`config.mk`:
```
export PLATFORM = sky130hd
export DESIGN_NAME = mem_stage_flat
export DESIGN_NICKNAME = d
export VERILOG_FILES = /design/src/rtl/mem_stage_if.sv /design/src/rtl/mem_stage.sv /design/src/flat_wrapper.sv
export SDC_FILE = /design/constraint.sdc
export NUM_CORES = 1
export LEC_CHECK = 0
export ABC_AREA = 1
export CAP_MARGIN = 20
export CORE_MARGIN = 10
export CORE_UTILIZATION = 35
export DETAILED_ROUTE_END_ITERATION = 6
export GPL_TIMING_DRIVEN = 0
export PLACE_DENSITY_LB_ADDON = 0.2
export SLEW_MARGIN = 30
export SYNTH_ARGS = -nofsm -noshare
export SYNTH_HDL_FRONTEND = slang
export SYNTH_SLANG_ARGS = --single-unit
```
`constraint.sdc`:
```
create_clock -name clk -period 2.6 [get_ports clk]
set_clock_uncertainty 0.2 [all_clocks]
set_input_delay 0.39 -clock clk [delete_from_list [all_inputs] [get_ports clk]]
set_output_delay 0.39 -clock clk [all_outputs]
set_load 0.03 [all_outputs]
```
`src/rtl/mem_stage_if.sv`:
```
// rtl/mem_stage_if.sv - req/gnt/rvalid data-bus bundle between the memory stage and the bus slave
interface mem_stage_if #(
   parameter int BUS_W = 32
);
   logic               mem_req_o;
   logic               mem_we_o;
   logic [BUS_W-1:0]   mem_addr_o;
   logic [BUS_W/8-1:0] mem_be_o;
   logic [BUS_W-1:0]   mem_wdata_o;
   logic               mem_gnt_i;
   logic               mem_rvalid_i;
   logic [BUS_W-1:0]   mem_rdata_i;

   modport master (
      output mem_req_o, mem_we_o, mem_addr_o, mem_be_o, mem_wdata_o,
      input  mem_gnt_i, mem_rvalid_i, mem_rdata_i
   );

   modport slave (
      input  mem_req_o, mem_we_o, mem_addr_o, mem_be_o, mem_wdata_o,
      output mem_gnt_i, mem_rvalid_i, mem_rdata_i
   );
endinterface

```
`src/rtl/mem_stage.sv`:
```
// rtl/mem_stage.sv - memory-access stage: load/store bus FSM, pipeline stall and MEM/WB register
// Optional misaligned-access trap enabled by MEM_MISALIGN_CHK_EN.
module mem_stage #(
   parameter int BUS_W = 32
) (
   input  logic        clk,
   input  logic        rst,
   input  logic [31:0] inst_i,
   input  logic [31:0] op1_add_op2_res_i,
   input  logic [31:0] reg2_rdata_i,
   input  logic [31:0] reg_wdata_i,
   input  logic        reg_we_i,
   input  logic [4:0]  reg_waddr_i,
   mem_stage_if.master bus,
   output logic        stall_o,
   output logic [31:0] reg_wdata_o,
   output logic        reg_we_o,
   output logic [4:0]  reg_waddr_o,
   output logic        misalign_o
);
   localparam logic [6:0] OP_LOAD  = 7'b0000011;
   localparam logic [6:0] OP_STORE = 7'b0100011;

   typedef enum logic [1:0] {S_IDLE, S_REQ, S_WAIT, S_DONE} state_t;

   state_t      r_state;
   state_t      w_next;
   logic [31:0] r_wdata;
   logic        r_we;
   logic [4:0]  r_waddr;
   logic        r_misalign;

   logic [2:0]       w_funct3;
   logic [1:0]       w_a;
   logic             w_byte;
   logic             w_half;
   logic             w_is_load;
   logic             w_is_store;
   logic             w_misalign;
   logic             w_mem_op;
   logic             w_req;
   logic             w_stall;
   logic             w_req_g;
   logic [3:0]       w_be;
   logic [31:0]      w_wdata;
   logic [BUS_W-1:0] w_rdata;
   logic [7:0]       w_lb;
   logic [15:0]      w_lh;
   logic [31:0]      w_load_data;
   logic             w_unused;

   assign w_funct3   = inst_i[14:12];
   assign w_a        = op1_add_op2_res_i[1:0];
   assign w_byte     = (w_funct3[1:0] == 2'b00);
   assign w_half     = (w_funct3[1:0] == 2'b01);
   assign w_is_load  = (inst_i[6:0] == OP_LOAD);
   assign w_is_store = (inst_i[6:0] == OP_STORE);
   assign w_rdata    = bus.mem_rdata_i;
   assign w_unused   = ^{inst_i[31:15], inst_i[11:7]};

`ifdef MEM_MISALIGN_CHK_EN
   assign w_misalign = (w_is_load | w_is_store) &
                       ((w_half & w_a[0]) | (!w_byte & !w_half & (w_a != 2'b00)));
`else
   assign w_misalign = 1'b0;
`endif

   assign w_mem_op = (w_is_load | w_is_store) & !w_misalign;

   always_comb begin
      w_be    = 4'b1111;
      w_wdata = reg2_rdata_i;
      if (w_byte) begin
         w_be    = 4'b0001 << w_a;
         w_wdata = {4{reg2_rdata_i[7:0]}};
      end else if (w_half) begin
         w_be    = 4'b0011 << {w_a[1], 1'b0};
         w_wdata = {2{reg2_rdata_i[15:0]}};
      end
   end

   always_comb begin
      w_lb = w_rdata[7:0];
      case (w_a)
         2'd0:    w_lb = w_rdata[7:0];
         2'd1:    w_lb = w_rdata[15:8];
         2'd2:    w_lb = w_rdata[23:16];
         default: w_lb = w_rdata[31:24];
      endcase
      w_lh = w_a[1] ? w_rdata[31:16] : w_rdata[15:0];
      w_load_data = w_rdata[31:0];
      if (w_byte)
         w_load_data = w_funct3[2] ? {24'd0, w_lb} : {{24{w_lb[7]}}, w_lb};
      else if (w_half)
         w_load_data = w_funct3[2] ? {16'd0, w_lh} : {{16{w_lh[15]}}, w_lh};
   end

   always_ff @(posedge clk or posedge rst) begin
      if (rst) r_state <= S_IDLE;
      else     r_state <= w_next;
   end

   // Upstream inputs stay frozen while stalled, so they still describe the op in REQ/WAIT/DONE.
   always_comb begin
      w_next  = r_state;
      w_req   = 1'b0;
      w_stall = 1'b0;
      case (r_state)
         S_IDLE: begin
            if (w_mem_op) begin
               w_req   = 1'b1;
               w_stall = !(w_is_store & bus.mem_gnt_i);
               if (bus.mem_gnt_i) w_next = w_is_load ? S_WAIT : S_IDLE;
               else               w_next = S_REQ;
            end
         end
         S_REQ: begin
            w_req   = 1'b1;
            w_stall = 1'b1;
            if (bus.mem_gnt_i) w_next = w_is_store ? S_DONE : S_WAIT;
         end
         S_WAIT: begin
            w_stall = 1'b1;
            if (bus.mem_rvalid_i) w_next = S_DONE;
         end
         default: w_next = S_IDLE;
      endcase
   end

   // Gating with rst drops the request the moment reset is asserted, not at the next edge.
   assign w_req_g         = w_req & !rst;
   assign stall_o         = w_stall & !rst;
   assign bus.mem_req_o   = w_req_g;
   assign bus.mem_we_o    = w_req_g & w_is_store;
   assign bus.mem_addr_o  = w_req_g ? {op1_add_op2_res_i[31:2], 2'b00} : 32'd0;
   assign bus.mem_be_o    = w_req_g ? w_be : 4'd0;
   assign bus.mem_wdata_o = w_req_g ? w_wdata : 32'd0;

   always_ff @(posedge clk or posedge rst) begin
      if (rst) begin
         r_wdata    <= 32'd0;
         r_we       <= 1'b0;
         r_waddr    <= 5'd0;
         r_misalign <= 1'b0;
      end else begin
         r_misalign <= (r_state == S_IDLE) & w_misalign;
         if ((r_state == S_WAIT) && bus.mem_rvalid_i) begin
            r_wdata <= w_load_data;
            r_we    <= reg_we_i;
            r_waddr <= reg_waddr_i;
         end else if ((r_state != S_IDLE) || w_is_load || w_is_store) begin
            r_we    <= 1'b0;
         end else begin
            r_wdata <= reg_wdata_i;
            r_we    <= reg_we_i;
            r_waddr <= reg_waddr_i;
         end
      end
   end

   assign reg_wdata_o = r_wdata;
   assign reg_we_o    = r_we;
   assign reg_waddr_o = r_waddr;
   assign misalign_o  = r_misalign;
endmodule

```
`src/flat_wrapper.sv`:
```
// flat-port wrapper written by rule: the top's interface ports become plain ports
module mem_stage_flat 
#(
   parameter int BUS_W = 32
)
  (clk, rst, inst_i, op1_add_op2_res_i, reg2_rdata_i, reg_wdata_i, reg_we_i, reg_waddr_i, stall_o, reg_wdata_o, reg_we_o, reg_waddr_o, misalign_o, bus_mem_req_o, bus_mem_we_o, bus_mem_addr_o, bus_mem_be_o, bus_mem_wdata_o, bus_mem_gnt_i, bus_mem_rvalid_i, bus_mem_rdata_i);
  mem_stage_if #(.BUS_W(BUS_W)) bus_i ();
  input  logic clk;
  input  logic rst;
  input  logic [31:0] inst_i;
  input  logic [31:0] op1_add_op2_res_i;
  input  logic [31:0] reg2_rdata_i;
  input  logic [31:0] reg_wdata_i;
  input  logic reg_we_i;
  input  logic [4:0] reg_waddr_i;
  output logic stall_o;
  output logic [31:0] reg_wdata_o;
  output logic reg_we_o;
  output logic [4:0] reg_waddr_o;
  output logic misalign_o;
  output wire logic [$bits(bus_i.mem_req_o)-1:0] bus_mem_req_o;
  output wire logic [$bits(bus_i.mem_we_o)-1:0] bus_mem_we_o;
  output wire logic [$bits(bus_i.mem_addr_o)-1:0] bus_mem_addr_o;
  output wire logic [$bits(bus_i.mem_be_o)-1:0] bus_mem_be_o;
  output wire logic [$bits(bus_i.mem_wdata_o)-1:0] bus_mem_wdata_o;
  input wire logic [$bits(bus_i.mem_gnt_i)-1:0] bus_mem_gnt_i;
  input wire logic [$bits(bus_i.mem_rvalid_i)-1:0] bus_mem_rvalid_i;
  input wire logic [$bits(bus_i.mem_rdata_i)-1:0] bus_mem_rdata_i;
  assign bus_mem_req_o = bus_i.mem_req_o;
  assign bus_mem_we_o = bus_i.mem_we_o;
  assign bus_mem_addr_o = bus_i.mem_addr_o;
  assign bus_mem_be_o = bus_i.mem_be_o;
  assign bus_mem_wdata_o = bus_i.mem_wdata_o;
  assign bus_i.mem_gnt_i = bus_mem_gnt_i;
  assign bus_i.mem_rvalid_i = bus_mem_rvalid_i;
  assign bus_i.mem_rdata_i = bus_mem_rdata_i;
  mem_stage #(.BUS_W(BUS_W)) u_core (.clk(clk), .rst(rst), .inst_i(inst_i), .op1_add_op2_res_i(op1_add_op2_res_i), .reg2_rdata_i(reg2_rdata_i), .reg_wdata_i(reg_wdata_i), .reg_we_i(reg_we_i), .reg_waddr_i(reg_waddr_i), .bus(bus_i), .stall_o(stall_o), .reg_wdata_o(reg_wdata_o), .reg_we_o(reg_we_o), .reg_waddr_o(reg_waddr_o), .misalign_o(misalign_o));
endmodule
```
==> impl_metrics.env, run 1 <==
export IMPL_cts_buffer_depth=2
export IMPL_crit_path_end_kind="output pin"
export IMPL_syn_area_um2=3709
export IMPL_rsz0062_at_grt="true"
export IMPL_ioPinCount=280
export IMPL_status="completed"
export IMPL_track_usage=0.2288
export IMPL_gp_congestion=0.9403
export IMPL_ys_seq_area_frac=0.2699
export IMPL_post_drt_wl_per_cell_um=17.04
export IMPL_vdd_drop_max_mv=0.4893
export IMPL_grt_max_degree=22
export IMPL_synth_area_top_cells="dfrtp_1 27%, nand2_1 22%, nor2_1 15%, inv_1 8.9%, nand3_1 5.1%"
export IMPL_antenna_found_initial=1
export IMPL_die_height_um=122.9
export IMPL_clk_pin_slew_ns=0.08
export IMPL_vias=5016
export IMPL_ys_flop_type="dfrtp_1"
export IMPL_period_needed_ns=2.574
export IMPL_ant_nets=0
export IMPL_crit_type="in -> out"
export IMPL_whs_ns=0.1652
export IMPL_cp_arrival_ns=1.98
export IMPL_r2r_slack_ns=0.46
export IMPL_cp_cell_sequence="clkdlybuf4s50_1, nor2_2, nand3_4, nor2_4, o21ai_4, buf_6, buf_4, nor2_2, buf_4"
export IMPL_required_ns=2.01
export IMPL_r2r_end="u_core.reg_wdata_o[8]"
export IMPL_post_route_cell_area_um2=6416
export IMPL_tightest_slew_ns=0.5865
export IMPL_synth_largest_area_cell="dfrtp_1"
export IMPL_async_flop_share=1.000
export IMPL_finalHoldViolCount=0
export IMPL_clock_latency_ns=0.29
export IMPL_cpPeakStageDelay_ns=0.41
export IMPL_htreeDepth=2
export IMPL_startpoint_type="primary input"
export IMPL_finalCritPeriodShare=0.9899
export IMPL_num_rows=37
export IMPL_syn_inst=660
export IMPL_holdCritPathClass="in -> async"
export IMPL_firstDrtPassIters=5
export IMPL_avgSynthCellArea_um2=5.619
export IMPL_nFillCells=1076
export IMPL_core_um2=10320
export IMPL_placement_io_buffers=252
export IMPL_routed_wl_um=18180
export IMPL_grt_pass1_wl_um=26920
export IMPL_cp_slowest_cell="clkdlybuf4s50_1"
export IMPL_start_util=0.3592
export IMPL_overflow=0
export IMPL_synth_most_common_cell="nand2_1"
export IMPL_clockRootBuffer="clkbuf_8"
export IMPL_tns_ns=0
export IMPL_chipWidth_um=122.9
export IMPL_nNetsFinal=1103
export IMPL_synth_edff_count=0
export IMPL_synth_top_area_frac=0.2699
export IMPL_setup_viol=0
export IMPL_r2r_start="u_core.r_state[0]"
export IMPL_power_density_nw_per_um2=818.4
export IMPL_ys_types=26
export IMPL_p_leak_nw=3.401
export IMPL_via_per_inst=4.701
export IMPL_rr_worst_depth=9
export IMPL_worstPathMaxFanout=10
export IMPL_slew_headroom=0.6090
export IMPL_cts_sinks=40
export IMPL_drive_above_1_share=0.1699
export IMPL_syn2layout_area_growth_pct=73.01
export IMPL_timing_fmax_mhz=388.5
export IMPL_drc_errors=0
export IMPL_final_max_slew_violation_count=0
export IMPL_die_area_um2=15110
export IMPL_dpl_cell_area_um2=6412
export IMPL_synth_commonest_cells="220 x nand2_1, 145 x nor2_1, 88 x inv_1"
export IMPL_yosysWarningCount=0
export IMPL_cts_tree="done"
export IMPL_drtIter0Drc=313
export IMPL_dpl_hpwl_um=14890
export IMPL_numCtsBuffers=5
export IMPL_first_global_vias=5094
export IMPL_ys_ff_latch=40
export IMPL_drv_cap=0
[cells by family (layout without fill, tap and decap cells)]
group           after synthesis  count (layout)  synth area share
other cells                   1               4          0.001011
compound gates               57              57           0.08772
flops                        40              40            0.2699
buf+inv                     137             405            0.1616
simple gates                421             421            0.4663
fa+ha+maj                     4               4           0.01350
[layout make-up]
class	count	area, um^2	area share
Timing Repair inverter	2	12.51	0.001950
Tap cell	136	170.2	0.02652
Clock inverter	3	42.54	0.006630
Sequential cell	40	1001	0.1560
Timing Repair Buffer	258	2312	0.3604
Buffer	35	239.0	0.03725
Clock buffer	5	68.82	0.01073
Antenna cell	1	2.502	0.0003900
Inverter	102	386.6	0.06026
Multi-Input combinational cell	485	2181	0.3399
[critical path: cells and delay by family]
family	cells	cell delay [ns]
buffers and inverters	4	0.93
AO/OA/AOI/OAI	1	0.09
AND/OR/NAND/NOR	4	0.57
[power by group]
| part | internal [mW] | switching (mW) | leakage (nW) |
|---|---|---|---|
| registers | 0.943 | 0.170 | 0.487 |
| clock network | 0.284 | 0.234 | 0.0541 |
| logic | 1.40 | 2.22 | 2.86 |
[state kept, by name (all words and copies together), names as in the netlist]
register            count
u_core.reg_wdata_o     32
u_core.reg_we_o         1
u_core.r_state          2
u_core.reg_waddr_o      5
[per-stage QoR]
| stage | util | instances | setup WS, ns | power [mW] |
|---|---|---|---|---|
| floorplan | - | 662 | 0.2268 | 3.281 |
| global placement | 0.6211 | 1050 | -1.420 | 4.730 |
| detailed placement | 0.6211 | 1050 | -1.406 | 4.767 |
| CTS | 0.6312 | 1063 | -0.002870 | 5.270 |
| global route | 0.6215 | 1067 | -0.02807 | 5.652 |
| finish | 0.6215 | 1067 | 0.02625 | 5.251 |
[layer usage]
| metal | share of wire | vias to the layer above | wire [um] | GRT usage |
|---|---|---|---|---|
| met4 | 0.031 | 0 | 561 | 0.08174 |
| met3 | 0.11 | 30 | 2082 | 0.09708 |
| met1 | 0.34 | 2271 | 6239 | 0.2308 |
| met5 | 0 | - | 0 | 0 |
| met2 | 0.51 | 197 | 9296 | 0.4133 |
| li1 | - | 2518 | - | - |
[timing repair]
item / in CTS / in global routing
setup endpoints to repair: 69 / 66
pin swaps: 2 / 1
hold buffers: 0 / 0
gates resized for setup: 291 / 107
cloned: 2 / 0
buffers inserted: 3 / 3
[cell usage in the layout (no fill, tap or decap), drive strengths merged, types with 2 or more instances in the layout]
cell,count
clkinvlp,4
inv,101
ha,4
a21oi,29
o21ai,18
nor2,155
nand3,41
clkdlybuf4s15,5
clkbuf,16
clkdlybuf4s50,181
o2111ai,4
nand4,3
a221oi,5
buf,93
conb,3
dlygate4sd2,2
nand2,222
dfrtp,40
[worst max-delay path by stage]
stage          cells after the start         startpoint             endpoint
2_1_floorplan                      5                rst        bus_mem_req_o
3_3_place_gp                       7                rst   bus_mem_addr_o[24]
3_5_place_dp                       7                rst   bus_mem_addr_o[24]
4_1_cts                            8  u_core.r_state[1]  bus_mem_wdata_o[13]
5_1_grt                            9          inst_i[4]   bus_mem_addr_o[24]
6_report                           9          inst_i[4]   bus_mem_addr_o[24]
Note: power is estimated with default switching activity, not from simulation.
==> run 2: changes to the inputs <==
CTS_CLUSTER_SIZE = 8   (was default)
==> results of run 2 <==
Final layout, timing and power as in run 1 (identical DEF).
